## src/rtl/bus_invert_rx.sv

```systemverilog
`default_nettype none
// ============================================================================
//  Module   : bus_invert_rx
//  Purpose  : Partitioned bus-invert receiver. Two-stage valid/ready pipe that
//             decodes {X, INV} words, checks the invert rule against its own
//             copy of the previous bus word, and counts words and violations.
//  Revision : 1.0  initial release
// ============================================================================
module bus_invert_rx #(
  parameter int M  = 5,
  parameter int K  = 32,
  parameter int A  = 8,
  parameter int CW = 16
) (
  input  logic           clk,
  input  logic           rst,
  input  logic           in_valid,
  output logic           in_ready,
  input  logic [K+M-1:0] bus_in,
  output logic           out_valid,
  input  logic           out_ready,
  output logic [K-1:0]   S_out,
  output logic [M-1:0]   viol_seg,
  input  logic           clr_cnt,
  output logic [CW-1:0]  word_cnt,
  output logic [CW-1:0]  viol_cnt
);

  localparam int c_R  = (K + M) % M;
  localparam int c_TW = $clog2(A);

  function automatic logic [c_TW-1:0] popcnt(input logic [A-2:0] v);
    logic [c_TW-1:0] n;
    n = '0;
    for (int b = 0; b < A - 1; b++) n = n + c_TW'(v[b]);
    return n;
  endfunction

  logic           r_s1_valid;
  logic [K-1:0]   r_s1_x;
  logic [M-1:0]   r_s1_inv;
  logic [K-1:0]   r_x_prev;
  logic [M-1:0]   r_inv_prev;
  logic [K-1:0]   w_s_dec;
  logic [M-1:0]   w_viol;
  logic           w_s1_move;
  logic           w_out_hs;

  assign w_out_hs  = out_valid & out_ready;
  assign w_s1_move = r_s1_valid & (~out_valid | out_ready);
  assign in_ready  = ~r_s1_valid | w_s1_move;

  // Per-segment decode and invert-rule check against the stored history word.
  for (genvar i = 0; i < M; i++) begin : g_seg
    localparam int c_W   = (i < c_R) ? A - 1 : A - 2;
    localparam int c_OFF = (i < c_R) ? i * (A - 1) : c_R * (A - 1) + (i - c_R) * (A - 2);
    logic [c_W-1:0]  w_diff;
    logic [c_TW-1:0] w_t;

    assign w_diff = r_s1_x[c_OFF +: c_W] ^ r_x_prev[c_OFF +: c_W];
    assign w_t    = popcnt((A - 1)'(w_diff));
    assign w_viol[i] = (w_t > c_TW'(c_W / 2)) ||
                       ((c_W % 2 == 0) && (w_t == c_TW'(c_W / 2)) &&
                        (r_s1_inv[i] != r_inv_prev[i]));
    assign w_s_dec[c_OFF +: c_W] = r_s1_x[c_OFF +: c_W] ^ {c_W{r_s1_inv[i]}};
  end

  always_ff @(posedge clk or posedge rst) begin
    if (rst) begin
      r_s1_valid <= 1'b0;
      r_s1_x     <= '0;
      r_s1_inv   <= '0;
    end else if (in_valid && in_ready) begin
      r_s1_valid <= 1'b1;
      r_s1_x     <= bus_in[K+M-1:M];
      r_s1_inv   <= bus_in[M-1:0];
    end else if (w_s1_move) begin
      r_s1_valid <= 1'b0;
    end
  end

  // History advances only when a word is committed to the output stage.
  always_ff @(posedge clk or posedge rst) begin
    if (rst) begin
      out_valid  <= 1'b0;
      S_out      <= '0;
      viol_seg   <= '0;
      r_x_prev   <= '0;
      r_inv_prev <= '0;
    end else if (w_s1_move) begin
      out_valid  <= 1'b1;
      S_out      <= w_s_dec;
      viol_seg   <= w_viol;
      r_x_prev   <= r_s1_x;
      r_inv_prev <= r_s1_inv;
    end else if (out_ready) begin
      out_valid  <= 1'b0;
    end
  end

  always_ff @(posedge clk or posedge rst) begin
    if (rst) begin
      word_cnt <= '0;
      viol_cnt <= '0;
    end else if (clr_cnt) begin
      word_cnt <= '0;
      viol_cnt <= '0;
    end else if (w_out_hs) begin
      if (word_cnt != {CW{1'b1}}) word_cnt <= word_cnt + 1'b1;
      if ((|viol_seg) && (viol_cnt != {CW{1'b1}})) viol_cnt <= viol_cnt + 1'b1;
    end
  end

endmodule
`default_nettype wire

```

## config.mk

```make
export PLATFORM = sky130hd
export DESIGN_NAME = bus_invert_rx
export DESIGN_NICKNAME = d
export VERILOG_FILES = /design/src/rtl/bus_invert_rx.sv
export SDC_FILE = /design/constraint.sdc
export NUM_CORES = 1
export LEC_CHECK = 0
export ABC_CLOCK_PERIOD_IN_PS = 4900
export CORE_AREA = 5 5 132 134
export CTS_BUF_LIST = sky130_fd_sc_hd__clkbuf_8 sky130_fd_sc_hd__clkbuf_16
export DETAILED_ROUTE_END_ITERATION = 10
export DIE_AREA = 0 0 137 139
export PLACE_DENSITY = 0.81
export SLEW_MARGIN = 0
export SYNTH_ARGS = -nofsm -noshare
export SYNTH_HDL_FRONTEND = slang
export SYNTH_SLANG_ARGS = --single-unit
export TNS_END_PERCENT = 20
```

## constraint.sdc

```tcl
create_clock -name clk -period 4.9 [get_ports clk]
set_input_delay 1.225 -clock clk [delete_from_list [all_inputs] [get_ports clk]]
set_output_delay 1.225 -clock clk [all_outputs]
set_load 0.02 [all_outputs]
```

Word level (Yosys, flattened, before mapping) --
Index checks and enable logic that the tools add are counted. Widths: inputs -> output; s select.
Operators by class: $add $sub $neg 29, equality and inequality tests 8, reduce and logical (&&, ||, !) cells 16, bitwise logic cells 16, multiply operators 0, multiplexer cells 10, shifts and indexed selects 0, divide/modulo/power cells 0, magnitude comparators 5
Operators by type and width (count):
- $mux 16 | 6
- $add 3x1->3 | 17
- $xor 6x6->6 | 6
- $add 16x1->16 const B | 2
- $ne 16x16->1 const B | 2
- $xor 7x7->7 | 4
- $add 2x1->3 | 5
- $gt 3x2->1 const B | 5
- $add 1x1->2 | 5
- $reduce_bool 2->1 | 5
- $eq 3x2->1 const B | 3
- $logic_and 1x1->1 | 5
- $reduce_or 5->1 | 1
- $mux 1 | 4
- $reduce_and 2->1 | 2
- $logic_or 1x1->1 | 3
- $ne 1x1->1 | 3
- $and 1x1->1 | 2
- $not 1->1 | 2
- $or 1x1->1 | 2
Word-level totals: RAM bits 0, word-level logic and storage cells 94, input bits 42, memories 0, latch bits 0, output and inout bits 71, bits in registers 145, ROM bits 0

Longest topological paths before layout --
Gate-level depths: netlist of run 1.
depth after elaboration 9, depth in mapped cells 9, depth with buffers taken out 9

Least setup slack after synthesis of run 1 --
Ideal clock, no wire load.
path type in2out, start point in out_ready, end point out in_ready, slack 2167 ps, data required time 3675 ps, arrival 1508 ps, cell stages on the path 1, path buffers 0, path through nand3b_1
Between the ends: cells in the longest elaborated chain, start to end 3
RTL lines:
- start, declared | line 21 | input logic out_ready,
- $or 1x1->1 | line 50 | assign w_s1_move = r_s1_valid & (~out_valid | out_ready);
- $and 1x1->1 | line 50
- $or 1x1->1 | line 51 | assign in_ready = ~r_s1_valid | w_s1_move;
- end, declared | line 18 | output logic in_ready,
Every way passes these cells.

Final worst setup path of run 1 --
Same ends and word-level chain as after synthesis.

==> results of run 1 <==
-- registers in the layout (all words and copies together) (netlist names) --
name and count:
S_out 32, r_x_prev 32, r_s1_x 32, r_s1_inv 5, viol_seg 5, r_s1_valid 1
r_inv_prev 3, viol_cnt 16, word_cnt 16, out_valid 1
-- routing by layer --
metal	global-route usage	vias to the layer above	part of all wire	routed length [um]
met4	0.0520	0	0.015	219
met1	0.210	2376	0.44	6300
met3	0.0435	21	0.057	803
li1	-	2335	-	-
met5	0	-	0	0
met2	0.251	117	0.48	6840
-- stage by stage --
stage	hold WS (ps)	setup slack, ps	cell area (um2)
2_1_floorplan	465	1880	6890
3_5_place_dp	472	1150	8180
3_3_place_gp	465	1170	8180
5_1_grt	521	1080	8720
6_report	478	1150	8720
4_1_cts	484	1140	8720
-- power breakdown --
part	switching (mW)	internal, mW	total, mW	leakage (nW)
Clock	0.448	0.758	1.21	0.272
Sequential	0.200	1.40	1.60	1.78
Combinational	0.636	0.630	1.27	1.66
Total	1.28	2.78	4.07	3.71
-- worst reg2reg max path, stage by stage (launching register included) --
cell and delay (ps):
dfrtp_1 420, xnor2_1 170, fa_1 540, inv_1 50, fa_1 530, ha_1 150, inv_1 50, fa_1 410
nand3b_1 180, a31oi_1 180
-- layout make-up --
class / count / area share
flip-flops and latches: 143 / 0.410
multi-input cells: 458 / 0.356
repair buffers: 114 / 0.132
clock buffers: 23 / 0.0583
well taps: 220 / 0.0316
inverters: 17 / 0.00775
clock inverters: 2 / 0.00387
-- worst max-delay path by stage --
stage	start	end	slack, ps
final	out_ready	in_ready	1150
after global routing	out_ready	in_ready	1080
after CTS	out_ready	in_ready	1140
after detailed placement	out_ready	in_ready	1150
after global placement	out_ready	in_ready	1170
after floorplan	rst	S_out[0]	1880
-- cells in the final DEF (no fill, tap or decap), drive strengths merged, types with 2 or more instances in the layout --
master	count
nor2b	3
nand4	7
nand2b	3
or4	4
buf	2
o21ai	36
inv	17
and3	2
fa	13
o31ai	3
and2	3
ha	9
nand2	156
clkdlybuf4s50	112
mux2	39
nand3	5
xnor2	73
a2111oi	5
a21o	3
and4	3
a211oi	7
xor2	17
a31oi	3
a21oi	10
or3	2
dfrtp	143
mux2i	2
nor2	33
nor3	3
nand3b	4
nor4b	2
clkbuf	23
nor4	4
-- cell families after synthesis --
kind of cell / share of synthesized area
and+or+nand+nor: 0.154
DFF: 0.520
xor gates and xnor gates: 0.115
AOI/OAI and AO/OA: 0.0609
buffers and inverters: 0.0300
muxes: 0.0667
adders and majority gates: 0.0542
==> results.sh, run 1 <==
export IMPL_dp_hpwl_um=9420
export IMPL_arrival_ps=2530
export IMPL_leakage_nw=3.71
export IMPL_hold_viol_final=0
export IMPL_fin_skew_ps=4.10
export IMPL_fin_nets=815
export IMPL_grt_max_degree=144
export IMPL_finalCoreUtilization=0.539
export IMPL_whs_endpoint="S_out[8]"
export IMPL_ys_ff_latch=143
export IMPL_r2r_end="viol_seg[4]"
export IMPL_num_rows=47
export IMPL_fmax_ghz=0.267
export IMPL_ant_nets=0
export IMPL_netlist_instances=650
export IMPL_min_delay_start="S_out[8]"
export IMPL_pwr_density_cell_nw_per_um2=467
export IMPL_rr_worst_depth=9
export IMPL_die_h_um=139
export IMPL_worstSetupPathType="primary input to primary output"
export IMPL_ys_warn_count=0
export IMPL_r2r_start="r_s1_x[26]"
export IMPL_clock_sinks=143
export IMPL_cp_slowest_stage_delay_ps=630
export IMPL_cts_tree="done"
export IMPL_ys_types=43
export IMPL_total_power_mw=4.07
export IMPL_hold_class="register to register"
export IMPL_syn_area_um2=6880
export IMPL_whs_path_depth=2
export IMPL_fillCellCount=1395
export IMPL_synth_commonest_cells="nand2_1, dfrtp_1, xnor2_1"
export IMPL_setup_tns_ps=0
export IMPL_drive_above_1_share=0.100
export IMPL_clockBufferDepth=2
export IMPL_setup_violations=0
export IMPL_path_common_cell="clkdlybuf4s50_1"
export IMPL_syn_nets=714
export IMPL_ir_worst_vdd_uv=227
export IMPL_critical_path_top_delay_family="buffers and inverters"
export IMPL_layoutNonFillerInstCount=977
export IMPL_relSlewSlack=0.312
export IMPL_gp_congestion=0.834
export IMPL_drt_iter0_markers=222
export IMPL_antenna_found_initial=0
export IMPL_drv_slew=0
export IMPL_ios=113
export IMPL_min_period_ps=3750
export IMPL_final_seq_area_um2=3580
export IMPL_ctsResizeCount=0
export IMPL_synth_ff_type="dfrtp_1"
export IMPL_n_antenna_cell=0
export IMPL_grt_pass1_wl_um=24300
export IMPL_worstSetupStartpointType="primary input"
export IMPL_die_area_um2=19000
export IMPL_crit_cells=3
export IMPL_syn_area_per_cell_um2=10.6
export IMPL_outcome="finished clean"
export IMPL_cts_made_buffers=17
export IMPL_cts_max_level=4
export IMPL_numPortBuffers=112
export IMPL_synth_top_area_share=0.520
export IMPL_yosys_area_top_type="dfrtp_1"
export IMPL_grt_pass1_vias=4943
export IMPL_post_drt_wl_per_cell_um=14.5
export IMPL_multi_input_area_um2=3110
export IMPL_floorplan_initialDensity=0.426
export IMPL_ys_seq_area_frac=0.520
export IMPL_post_cts_setup_buffers=0
export IMPL_required_ps=3670
export IMPL_drt_drc_violations_left=0
export IMPL_synth_edff_count=0
export IMPL_vias_per_cell=4.96
export IMPL_path_max_fanout=4
export IMPL_clock_latency_ps=410
export IMPL_tightest_slew_ps=1030
export IMPL_drt_wl_total_um=14200
export IMPL_cp_cell_sequence="clkdlybuf4s50_1, nand3b_1, clkdlybuf4s50_1"
export IMPL_synth_most_common_cell="nand2_1"
export IMPL_grt_overflow_total=0
export IMPL_grt_use_total=0.158
export IMPL_ctsHoldBuffers=0
export IMPL_cap_viol_max_count=0
export IMPL_dr_total_vias=4849
export IMPL_place_inst=952
export IMPL_synthArstFlopShare=1.00
export IMPL_critPathBufInv=2
export IMPL_fp_dieW_um=137
export IMPL_rsz0062_at_grt="false"
export IMPL_final_period_utilization=0.766
export IMPL_coreArea_um2=16200
export IMPL_slowest_stage="clkdlybuf4s50_1"
export IMPL_rrSetupSlack_ps=2140
export IMPL_area_growth_syn_to_layout_pct=26.7
export IMPL_cts_root_buf="clkbuf_16"
export IMPL_critPathCaptureType="primary output"
export IMPL_synth_area_top_cells="dfrtp_1, xnor2_1, nand2_1"
export IMPL_clk_pin_slew_ps=50
export IMPL_drtPass1Iterations=5
Power figures use the tool's default switching activity.
==> run 2: changes to the inputs <==
--- a/config.mk
+++ b/config.mk
@@ -5,12 +5,12 @@
 export SDC_FILE = /design/constraint.sdc
 export NUM_CORES = 1
 export LEC_CHECK = 0
-export ABC_CLOCK_PERIOD_IN_PS = 4900
+export ABC_CLOCK_PERIOD_IN_PS = 3900
 export CORE_AREA = 5 5 132 134
 export CTS_BUF_LIST = sky130_fd_sc_hd__clkbuf_8 sky130_fd_sc_hd__clkbuf_16
 export DETAILED_ROUTE_END_ITERATION = 10
 export DIE_AREA = 0 0 137 139
-export PLACE_DENSITY = 0.81
+export PLACE_DENSITY = 0.79
 export SLEW_MARGIN = 0
 export SYNTH_ARGS = -nofsm -noshare
 export SYNTH_HDL_FRONTEND = slang
==> constraint.sdc (replaced) <==
create_clock -name clk -period 3.9 [get_ports clk]
set_input_delay 0.975 -clock clk [delete_from_list [all_inputs] [get_ports clk]]
set_output_delay 0.975 -clock clk [all_outputs]
set_load 0.02 [all_outputs]
==> results.sh, run 2 (synthesis results as in run 1) <==
export IMPL_clock_latency_ps=410
export IMPL_place_ws_ps=607
export IMPL_required_ps=2920
export IMPL_setup_tns_ps=0
export IMPL_ios=113
export IMPL_top_regs="S_out: 32 flops, r_s1_x: 32 flops, r_x_prev: 32 flops"
export IMPL_hold_slack_ps=476
export IMPL_combPwrFrac=0.303
export IMPL_fin_skew_ps=8.24
export IMPL_vias_per_cell=4.91
export IMPL_worstSetupStartpointType="primary input"
export IMPL_power_frac_clock=0.317
export IMPL_final_common_cell="nand2_1"
export IMPL_cp_slowest_stage_delay_ps=630
export IMPL_floorplan_initialDensity=0.426
export IMPL_cp_cell_sequence="clkdlybuf4s50_1, nand3b_1, clkdlybuf4s50_1"
export IMPL_critical_path_top_delay_family="buffers and inverters"
export IMPL_grt_overflow_total=0
export IMPL_post_cts_setup_buffers=0
export IMPL_most_common_layout_cells="nand2_1, dfrtp_1, clkdlybuf4s50_1"
export IMPL_path_common_cell="clkdlybuf4s50_1"
export IMPL_cts_tree="done"
export IMPL_num_rows=47
export IMPL_coreArea_um2=16200
export IMPL_ir_worst_vdd_uv=374
export IMPL_rr_worst_depth=9
export IMPL_gp_congestion=0.825
export IMPL_dp_hpwl_um=9520
export IMPL_critPathBufInv=2
export IMPL_hold_class="register to register"
export IMPL_grt_use_total=0.155
export IMPL_ctsHoldBuffers=0
export IMPL_final_setup_worst_slack_ps=604
export IMPL_dr_total_vias=4840
export IMPL_drt_iter0_markers=230
export IMPL_setup_violations=0
export IMPL_wl_met2_um=7010
export IMPL_fmax_ghz=0.303
export IMPL_numPortBuffers=112
export IMPL_drv_slew=0
export IMPL_arrival_ps=2320
export IMPL_cts_made_buffers=17
export IMPL_relSlewSlack=0.328
export IMPL_drive_above_1_share=0.110
export IMPL_swShare=0.313
export IMPL_top_layer_used="met4"
export IMPL_worstSetupPathType="primary input to primary output"
export IMPL_whs_path_depth=2
export IMPL_p_sw_mw=1.65
export IMPL_clockBufferDepth=2
export IMPL_die_h_um=139
export IMPL_wl_met3_um=792
export IMPL_tightest_slew_ps=1010
export IMPL_drtPass1Iterations=4
export IMPL_cap_viol_max_count=0
export IMPL_fin_nets=816
export IMPL_ant_nets=0
export IMPL_final_period_utilization=0.845
export IMPL_leakage_nw=3.76
export IMPL_post_drt_wl_per_cell_um=14.3
export IMPL_crit_cells=3
export IMPL_cts_root_buf="clkbuf_16"
export IMPL_clock_sinks=143
export IMPL_fp_dieW_um=137
export IMPL_critPathCaptureType="primary output"
export IMPL_total_power_mw=5.27
export IMPL_ctsResizeCount=0
export IMPL_grt_pass1_wl_um=24000
export IMPL_die_area_um2=19000
export IMPL_slowest_stage="clkdlybuf4s50_1"
export IMPL_antenna_found_initial=0
export IMPL_intPower_mw=3.62
export IMPL_rsz0062_at_grt="false"
export IMPL_grt_max_degree=144
export IMPL_share_seq_of_total_power=0.380
export IMPL_path_max_fanout=4
export IMPL_min_period_ps=3300
export IMPL_clk_pin_slew_ps=60
export IMPL_fillCellCount=1391
export IMPL_outcome="finished clean"
export IMPL_hold_viol_final=0
export IMPL_drt_drc_violations_left=0
export IMPL_drt_wl_total_um=14100
export IMPL_grt_pass1_vias=4878
export IMPL_cts_max_level=4
export IMPL_pwr_density_cell_nw_per_um2=597
export IMPL_wl_met1_um=6170
export IMPL_area_growth_syn_to_layout_pct=28.1
export IMPL_n_antenna_cell=0
==> run 2: power by group through the flow <==
stage               clock network (mW)  logic (mW)  registers, mW
CTS                               1.70        1.65           2.01
global placement                     0        1.56           2.02
floorplan                            0       0.943           2.12
finish                            1.67        1.60           2.00
detailed placement                   0        1.64           2.03
global route                      1.77        1.82           2.04
==> run 2: worst min-delay path, cell delays in order, from the launching register on <==
cell	delay, ps
dfrtp_1	340
nand2_1	50
o21ai_0	60
==> run 2: layout make-up <==
cell class / instances / area, um2 / area share
flip-flops and latches: 143 / 3580 / 0.406
multi-input cells: 458 / 3110 / 0.353
repair buffers: 115 / 1170 / 0.133
clock buffers: 21 / 480 / 0.0545
well taps: 220 / 275 / 0.0312
clock inverters: 11 / 138 / 0.0156
inverters: 17 / 67.6 / 0.00766
==> run 2: layer usage <==
| layer | track usage | vias up |
|---|---|---|
| met1 | 0.197 | 2374 |
| met3 | 0.0450 | 10 |
| met2 | 0.262 | 113 |
| met4 | 0.0336 | 0 |
| li1 | - | 2343 |
| met5 | 0 | - |
==> run 2: through the flow <==
step                std cells  utilization  instance area, um2
floorplan                 650            -                6890
detailed placement        953        0.507                8200
global route              985        0.545                8820
finish                    985        0.545                8820
global placement          953        0.507                8200
CTS                       985        0.545                8820
==> run 2: worst paths after layout <==
check | from | endpoint | slack (ps)
setup / recovery | out_ready | in_ready | 600
hold / removal | S_out[25] | S_out[25] | 480
setup reg to reg | r_s1_x[26] | viol_seg[4] | 1070
hold reg to reg | S_out[25] | S_out[25] | 480
max in group asynchronous | rst | r_x_prev[23] | 2220
min in group asynchronous | rst | S_out[4] | 1140
